**config.mk**
```make
export PLATFORM = sky130hd
export DESIGN_NAME = acorn128_sequencer_flat
export DESIGN_NICKNAME = d
export VERILOG_FILES = /design/src/rtl/acorn128_pkg.sv /design/src/rtl/acorn128_sequencer_if.sv /design/src/rtl/acorn128_mbit_sel.sv /design/src/rtl/acorn128_sequencer.sv /design/src/flat_wrapper.sv
export SDC_FILE = /design/constraint.sdc
export NUM_CORES = 2
export LEC_CHECK = 0
export CELL_PAD_IN_SITES_DETAIL_PLACEMENT = 1
export CELL_PAD_IN_SITES_GLOBAL_PLACEMENT = 2
export CORE_ASPECT_RATIO = 0.5
export CORE_MARGIN = 3
export CORE_UTILIZATION = 29
export DETAILED_ROUTE_END_ITERATION = 12
export HOLD_SLACK_MARGIN = 0.1
export PLACE_DENSITY = 0.84
export SLEW_MARGIN = 20
export SYNTH_ARGS = -nofsm -noshare
export SYNTH_HDL_FRONTEND = slang
export SYNTH_SLANG_ARGS = --single-unit
export TNS_END_PERCENT = 1
```
**constraint.sdc**
```tcl
create_clock -name clk -period 4.4 [get_ports clk]
set_input_delay 0.88 -clock clk [delete_from_list [all_inputs] [get_ports clk]]
set_output_delay 0.88 -clock clk [all_outputs]
set_load 0.02 [all_outputs]
```
**src/rtl/acorn128_pkg.sv**
```systemverilog
// Shared definitions for the ACORN-128 phase sequencer.
// Contents: FSM state encoding, phase step counts, and a helper that
// tells which states present a step to the core.
package acorn128_pkg;

    typedef enum logic [3:0] {
        S_IDLE,
        S_CLEAR,
        S_INIT,
        S_AD,
        S_AD_PAD,
        S_TEXT,
        S_TEXT_PAD,
        S_FINAL,
        S_DONE
    } state_t;

    localparam int INIT_STEPS  = 1792;
    localparam int PAD_STEPS   = 256;
    localparam int PAD_HALF    = 128;
    localparam int FINAL_STEPS = 768;
    localparam int TAG_START   = 640;
    localparam int K_W         = 11;

    function automatic logic is_step_state(input state_t s);
        return (s inside {S_INIT, S_AD, S_AD_PAD, S_TEXT, S_TEXT_PAD, S_FINAL});
    endfunction

endpackage

```
**src/rtl/acorn128_sequencer_if.sv**
```systemverilog
// Bundle of the sequencer's command, core-control and result signals.
// slave  : the sequencer side (takes commands and keystream, drives controls/results)
// master : the command/core side (drives commands and keystream, observes results)
interface acorn128_sequencer_if;
    logic         start_in;
    logic         encrypt_in;
    logic [127:0] key_in;
    logic [127:0] iv_in;
    logic [127:0] ad_in;
    logic [7:0]   ad_len_in;
    logic [127:0] text_in;
    logic [7:0]   text_len_in;
    logic         core_clear_out;
    logic         step_en_out;
    logic         core_ready_in;
    logic         m_bit_out;
    logic         ca_out;
    logic         cb_out;
    logic         ks_bit_in;
    logic [127:0] text_out;
    logic [127:0] tag_out;
    logic         busy_out;
    logic         done_out;

    modport slave (
        input  start_in, encrypt_in, key_in, iv_in, ad_in, ad_len_in,
               text_in, text_len_in, core_ready_in, ks_bit_in,
        output core_clear_out, step_en_out, m_bit_out, ca_out, cb_out,
               text_out, tag_out, busy_out, done_out
    );

    modport master (
        output start_in, encrypt_in, key_in, iv_in, ad_in, ad_len_in,
               text_in, text_len_in, core_ready_in, ks_bit_in,
        input  core_clear_out, step_en_out, m_bit_out, ca_out, cb_out,
               text_out, tag_out, busy_out, done_out
    );
endinterface

```
**src/rtl/acorn128_mbit_sel.sv**
```systemverilog
// Combinational selection of the per-step core controls (m, ca, cb).
// Ports: state/k locate the current step; key/iv/ad/text are the latched
// operands; encrypt selects the TEXT m source; ks_bit is the core's
// keystream bit for the current state. Outputs are 0 outside step states.
module acorn128_mbit_sel
    import acorn128_pkg::*;
(
    input  state_t         state,
    input  logic [K_W-1:0] k,
    input  logic [127:0]   key,
    input  logic [127:0]   iv,
    input  logic [127:0]   ad,
    input  logic [127:0]   text,
    input  logic           encrypt,
    input  logic           ks_bit,
    output logic           m_bit,
    output logic           ca,
    output logic           cb
);
    logic [6:0] idx;
    assign idx = k[6:0];

    always_comb begin
        m_bit = 1'b0;
        ca    = 1'b0;
        cb    = 1'b0;
        case (state)
            S_INIT: begin
                ca = 1'b1;
                cb = 1'b1;
                // Key, then IV, then the key repeated with bit 0 inverted once at k=256.
                if (k >= 11'd128 && k < 11'd256) m_bit = iv[idx];
                else                             m_bit = key[idx] ^ (k == 11'd256);
            end
            S_AD: begin
                ca    = 1'b1;
                cb    = 1'b1;
                m_bit = ad[idx];
            end
            S_AD_PAD, S_TEXT_PAD: begin
                m_bit = (k == '0);
                ca    = (k < 11'(PAD_HALF));
                cb    = (state == S_AD_PAD);
            end
            S_TEXT: begin
                ca = 1'b1;
                // Decrypt feeds the recovered plaintext back into the state.
                m_bit = encrypt ? text[idx] : (text[idx] ^ ks_bit);
            end
            S_FINAL: begin
                ca = 1'b1;
                cb = 1'b1;
            end
            default: ;
        endcase
    end
endmodule

```
**src/rtl/acorn128_sequencer.sv**
```systemverilog
// ACORN-128 phase sequencer: walks CLEAR/INIT/AD/AD_PAD/TEXT/TEXT_PAD/FINAL,
// presents one step per cycle to the state-update core, captures the
// text output bit by bit and assembles the tag from the FINAL keystream.
// Ports: clk, rst (sync, active low), bus (slave side of the command/core bundle).
module acorn128_sequencer
    import acorn128_pkg::*;
#(
    parameter int MAX_LEN = 128
) (
    input logic                 clk,
    input logic                 rst,
    acorn128_sequencer_if.slave bus
);
    state_t         state, state_nxt;
    logic [K_W-1:0] k;
    logic [K_W-1:0] phase_len;
    logic [127:0]   key_q, iv_q, ad_q, text_q, text_out_q, tag_q;
    logic [7:0]     ad_len_q, text_len_q;
    logic           enc_q;
    logic           step_en, step_acc, last_step;
    logic [6:0]     tag_idx;

    function automatic logic [7:0] clamp_len(input logic [7:0] len);
        if (int'(len) > MAX_LEN) return 8'(MAX_LEN);
        return len;
    endfunction

    always_comb begin
        phase_len = '0;
        case (state)
            S_INIT:               phase_len = 11'(INIT_STEPS);
            S_AD:                 phase_len = {3'b0, ad_len_q};
            S_AD_PAD, S_TEXT_PAD: phase_len = 11'(PAD_STEPS);
            S_TEXT:               phase_len = {3'b0, text_len_q};
            S_FINAL:              phase_len = 11'(FINAL_STEPS);
            default:              phase_len = '0;
        endcase
    end

    assign step_en   = is_step_state(state);
    assign step_acc  = step_en & bus.core_ready_in;
    assign last_step = step_acc && (k == phase_len - 11'd1);
    assign tag_idx   = 7'(k - 11'(TAG_START));

    always_ff @(posedge clk) begin
        if (!rst) state <= S_IDLE;
        else      state <= state_nxt;
    end

    always_comb begin
        state_nxt = state;
        case (state)
            S_IDLE:     if (bus.start_in) state_nxt = S_CLEAR;
            S_CLEAR:    state_nxt = S_INIT;
            S_INIT:     if (last_step) state_nxt = (ad_len_q == '0) ? S_AD_PAD : S_AD;
            S_AD:       if (last_step) state_nxt = S_AD_PAD;
            S_AD_PAD:   if (last_step) state_nxt = (text_len_q == '0) ? S_TEXT_PAD : S_TEXT;
            S_TEXT:     if (last_step) state_nxt = S_TEXT_PAD;
            S_TEXT_PAD: if (last_step) state_nxt = S_FINAL;
            S_FINAL:    if (last_step) state_nxt = S_DONE;
            S_DONE:     state_nxt = S_IDLE;
            default:    state_nxt = S_IDLE;
        endcase
    end

    always_ff @(posedge clk) begin
        if (!rst) begin
            k          <= '0;
            key_q      <= '0;
            iv_q       <= '0;
            ad_q       <= '0;
            text_q     <= '0;
            ad_len_q   <= '0;
            text_len_q <= '0;
            enc_q      <= 1'b0;
            text_out_q <= '0;
            tag_q      <= '0;
        end else begin
            // Counter restarts on every phase change, advances only on accepted steps.
            if (state_nxt != state) k <= '0;
            else if (step_acc)      k <= k + 11'd1;

            if (state == S_IDLE && bus.start_in) begin
                key_q      <= bus.key_in;
                iv_q       <= bus.iv_in;
                ad_q       <= bus.ad_in;
                text_q     <= bus.text_in;
                ad_len_q   <= clamp_len(bus.ad_len_in);
                text_len_q <= clamp_len(bus.text_len_in);
                enc_q      <= bus.encrypt_in;
                text_out_q <= '0;
                tag_q      <= '0;
            end

            // Both directions output text ^ keystream.
            if (step_acc && state == S_TEXT)
                text_out_q[k[6:0]] <= text_q[k[6:0]] ^ bus.ks_bit_in;
            if (step_acc && state == S_FINAL && k >= 11'(TAG_START))
                tag_q[tag_idx] <= bus.ks_bit_in;
        end
    end

    acorn128_mbit_sel u_mbit_sel (
        .state   (state),
        .k       (k),
        .key     (key_q),
        .iv      (iv_q),
        .ad      (ad_q),
        .text    (text_q),
        .encrypt (enc_q),
        .ks_bit  (bus.ks_bit_in),
        .m_bit   (bus.m_bit_out),
        .ca      (bus.ca_out),
        .cb      (bus.cb_out)
    );

    assign bus.core_clear_out = (state == S_CLEAR);
    assign bus.step_en_out    = step_en;
    assign bus.busy_out       = (state != S_IDLE) && (state != S_DONE);
    assign bus.done_out       = (state == S_DONE);
    assign bus.text_out       = text_out_q;
    assign bus.tag_out        = tag_q;
endmodule

```
**src/flat_wrapper.sv**
```systemverilog
// flat-port wrapper written by rule: the top's interface ports become plain ports
module acorn128_sequencer_flat import acorn128_pkg::*;
#(
    parameter int MAX_LEN = 128
)
  (clk, rst, bus_start_in, bus_encrypt_in, bus_key_in, bus_iv_in, bus_ad_in, bus_ad_len_in, bus_text_in, bus_text_len_in, bus_core_ready_in, bus_ks_bit_in, bus_core_clear_out, bus_step_en_out, bus_m_bit_out, bus_ca_out, bus_cb_out, bus_text_out, bus_tag_out, bus_busy_out, bus_done_out);
  acorn128_sequencer_if bus_i ();
  input logic clk;
  input logic rst;
  input wire logic [$bits(bus_i.start_in)-1:0] bus_start_in;
  input wire logic [$bits(bus_i.encrypt_in)-1:0] bus_encrypt_in;
  input wire logic [$bits(bus_i.key_in)-1:0] bus_key_in;
  input wire logic [$bits(bus_i.iv_in)-1:0] bus_iv_in;
  input wire logic [$bits(bus_i.ad_in)-1:0] bus_ad_in;
  input wire logic [$bits(bus_i.ad_len_in)-1:0] bus_ad_len_in;
  input wire logic [$bits(bus_i.text_in)-1:0] bus_text_in;
  input wire logic [$bits(bus_i.text_len_in)-1:0] bus_text_len_in;
  input wire logic [$bits(bus_i.core_ready_in)-1:0] bus_core_ready_in;
  input wire logic [$bits(bus_i.ks_bit_in)-1:0] bus_ks_bit_in;
  output wire logic [$bits(bus_i.core_clear_out)-1:0] bus_core_clear_out;
  output wire logic [$bits(bus_i.step_en_out)-1:0] bus_step_en_out;
  output wire logic [$bits(bus_i.m_bit_out)-1:0] bus_m_bit_out;
  output wire logic [$bits(bus_i.ca_out)-1:0] bus_ca_out;
  output wire logic [$bits(bus_i.cb_out)-1:0] bus_cb_out;
  output wire logic [$bits(bus_i.text_out)-1:0] bus_text_out;
  output wire logic [$bits(bus_i.tag_out)-1:0] bus_tag_out;
  output wire logic [$bits(bus_i.busy_out)-1:0] bus_busy_out;
  output wire logic [$bits(bus_i.done_out)-1:0] bus_done_out;
  assign bus_i.start_in = bus_start_in;
  assign bus_i.encrypt_in = bus_encrypt_in;
  assign bus_i.key_in = bus_key_in;
  assign bus_i.iv_in = bus_iv_in;
  assign bus_i.ad_in = bus_ad_in;
  assign bus_i.ad_len_in = bus_ad_len_in;
  assign bus_i.text_in = bus_text_in;
  assign bus_i.text_len_in = bus_text_len_in;
  assign bus_i.core_ready_in = bus_core_ready_in;
  assign bus_i.ks_bit_in = bus_ks_bit_in;
  assign bus_core_clear_out = bus_i.core_clear_out;
  assign bus_step_en_out = bus_i.step_en_out;
  assign bus_m_bit_out = bus_i.m_bit_out;
  assign bus_ca_out = bus_i.ca_out;
  assign bus_cb_out = bus_i.cb_out;
  assign bus_text_out = bus_i.text_out;
  assign bus_tag_out = bus_i.tag_out;
  assign bus_busy_out = bus_i.busy_out;
  assign bus_done_out = bus_i.done_out;
  acorn128_sequencer #(.MAX_LEN(MAX_LEN)) u_core (.clk(clk), .rst(rst), .bus(bus_i));
endmodule
```
==> flow_summary.toml <==
[critical_path]
r2r_slack_ns = 0.41
worstPathArrival_ns = 3.71
cp-end-kind = "output pin"
crit_required_ns = 3.52
startpoint_type = "flip-flop"
crit_type = "flip-flop to output pin"
path_max_fanout = 8

[floorplan]
core_area_mm2 = 0.1222
dieArea_mm2 = 0.1292
dieWidth_um = 505.3
die_y_um = 255.7
ios = 797
initial_core_util = 0.2959
num_rows = 90

[synthesis]
synth_warnings = 0
synth_async_sr_flop_share = 0
syn-num-nets = 5043
synth.distinct_cells = 85
synth_edf_count = 0
syn_area_per_cell_um2 = 8.023
syn_area_mm2 = 0.03615
synthCells = 4506
ys.flop_type = "dfxtp_1"
seq_area_frac_synth = 0.4430
ys_seq_elements = 800

[clocking]
cts-htree-levels = 3
clockBufferDepth = 3
root_buffer = "clkbuf_16"
cts_buffers = 79
cts_tree = "yes"
cts_hold_buf = 0
clk-insertion-delay-late_ns = 0.69
clkSlewWorstSetupHoldPaths_ns = 0.08
cts_sinks = 800

[global_routing]
grt_pass1_vias = 37680
grt_max_degree = 231
grtUsageTotal = 0.2563
antenna_found_initial = 14
grt_overflow_total = 0
grt_pass1_wl_mm = 249.9

[timing]
finalCritPeriodShare = 1.044
fin_crit_ns = 4.593
relSlewSlack = 0.1262
worst_slack_ns = -0.1929
tightestPinTransition_ns = 1.311
fmax_mhz = 217.7
setup-violations-final = 1
hold_viol = 0
skew_ns = 0.03373
rsz0062_at_grt = "yes"
drv_slew = 0

[route]
routed-via-count = 36350
post_drt_wl_per_cell_um = 25.27
drc = 0
ant_nets = 0
viasPerCell = 5.296
dr.pass1.iters = 6
first_iter_violations = 2790
wirelength_mm = 173.4

[layout]
fin_util = 0.4036
nFillCells = 14170
final_nets = 5675
design_area_mm2 = 0.04931
instances_no_fill = 6863
drive_above_1_share = 0.09240
area.growth.synth_to_final_pct = 36.39

[place]
postPlaceCellArea_mm2 = 0.04575
place_congestion = 0.8780
io_buffers = 796
place_inst = 6673
dp_hpwl_mm = 126.0

[power]
ir_drop_mv = 0.2761
total_leakage_power_nw = 16.67
total_power_mw = 17.38
p_per_area_mw_per_mm2 = 352.4

[job]
max_cap_violations = 0

[run_status]
outcome = "finished with violations"
violations = "setup timing"

[hold_path]
hold_class = "flip-flop to flip-flop"
[cell type report]
cell class,instances,area (um2),share of cell area
clock buffers,106,2303,0.04672
repair buffers,967,9771,0.1982
inverters,9,43.79,0.0008881
diodes,12,30.03,0.0006090
well taps,1656,2072,0.04202
multi-input cells,3281,18650,0.3783
clock inverters,32,402.9,0.008171
flip-flops and latches,800,16030,0.3252
[synth_stat cells (16+ instances only)]
cell | n | share of area
a21boi_0 | 568 | 0.12
a21oi_1 | 49 | 0.0068
a221o_1 | 17 | 0.0047
a221oi_1 | 51 | 0.012
a22oi_1 | 122 | 0.025
buf_2 | 34 | 0.0047
clkbuf_1 | 328 | 0.034
dfxtp_1 | 800 | 0.44
mux2_2 | 60 | 0.019
mux2i_1 | 42 | 0.012
nand2_1 | 1263 | 0.13
nand3_1 | 321 | 0.044
nand3b_1 | 31 | 0.0064
nor2_1 | 198 | 0.021
nor3_1 | 22 | 0.0030
o211ai_1 | 33 | 0.0069
o21ai_0 | 263 | 0.036
o221ai_1 | 16 | 0.0039
o22ai_1 | 33 | 0.0057
xnor2_1 | 18 | 0.0044
[cells by family after synthesis]
family / after synthesis / share of synthesized area
AND/OR/NAND/NOR: 1907 / 0.2200
AO/OA/AOI/OAI: 1231 / 0.2388
flip-flops: 800 / 0.4430
buffers and inverters: 425 / 0.05216
multiplexers: 117 / 0.03945
XOR/XNOR: 23 / 0.005572
adder cells (fa/ha/maj): 3 / 0.001038
[worst max-delay path: stages, from the launching register on]
cell,delay (ns)
dfxtp_4,0.46
buf_12,0.17
mux2_4,0.32
a221oi_4,0.31
o221ai_2,0.15
and3_1,0.19
a211o_1,0.30
o22ai_4,0.28
xnor2_2,0.15
a22oi_1,0.12
a221o_1,0.37
buf_6,0.17
[path summary, 6_finish.rpt]
path,startpoint,endpoint,depth (start not counted)
worst max-delay path,u_core.k[2]$_SDFFE_PP0P_,bus_m_bit_out,11
worst min-delay path,u_core.iv_q[73]$_SDFFE_PN0P_,u_core.iv_q[73]$_SDFFE_PN0P_,2
worst max register to register,u_core.state[1]$_SDFF_PN0_,u_core.k[2]$_SDFFE_PP0P_,11
worst min register to register,u_core.iv_q[73]$_SDFFE_PN0P_,u_core.iv_q[73]$_SDFFE_PN0P_,2
[layout by cell type, fill, tap and decap left out, types with 31 or more instances in the layout]
| cell type | instances |
|---|---|
| a22oi_1 | 122 |
| o211ai_1 | 33 |
| mux2i_1 | 39 |
| a21oi_1 | 47 |
| nand2_1 | 1257 |
| nor2_1 | 174 |
| mux2_2 | 59 |
| a21boi_0 | 568 |
| nand3b_1 | 31 |
| clkdlybuf4s50_1 | 794 |
| clkbuf_16 | 84 |
| buf_4 | 126 |
| a221oi_1 | 45 |
| dfxtp_1 | 794 |
| o21ai_0 | 261 |
| o22ai_1 | 33 |
| nand3_1 | 320 |
[where the power goes]
group	switching (mW)	internal (mW)
Combinational	1.23	0.929
Sequential	0.276	7.60
Clock	3.19	4.15
Total	4.70	12.7
[routing by layer]
| layer | up-vias | track usage | part of all wire | wire (um) |
|---|---|---|---|---|
| li1 | 16830 | - | - | - |
| met4 | 6 | 0.1311 | 0.055 | 9476 |
| met1 | 18050 | 0.2997 | 0.39 | 68100 |
| met5 | - | 0 | 0.00027 | 46 |
| met2 | 1103 | 0.4507 | 0.50 | 86680 |
| met3 | 360 | 0.04319 | 0.052 | 9103 |
[sequential cells by signal (all words and copies together) (netlist names)]
| name | count |
|---|---|
| u_core.state | 4 |
| u_core.text_len_q | 8 |
| u_core.bus.tag_out | 128 |
| u_core.key_q | 128 |
| u_core.k | 11 |
| u_core.text_q | 128 |
| u_core.ad_len_q | 8 |
| u_core.ad_q | 128 |
| u_core.iv_q | 128 |
| u_core.enc_q | 1 |
| u_core.bus.text_out | 128 |
[repair_timing]
action / 4_1_cts / 5_1_grt
gates cloned: 3 / 1
endpoints found under the setup margin: 1 / 1
pin swaps: 20 / 11
gates resized for setup: 64 / 23
endpoints found under the hold margin: 0 / 0
setup buffers: 25 / 12
[per-stage QoR]
step	setup TNS, ns	worst slack, ns	hold slack (ns)
global placement	0	0.1937	0.4497
floorplan	0	0.8172	0.4383
CTS	-0.1636	-0.1636	0.4667
detailed placement	0	0.2123	0.4557
global route	-0.2564	-0.2564	0.4804
finish	-0.1929	-0.1929	0.4657
Note: power is estimated with default switching activity, not from simulation.
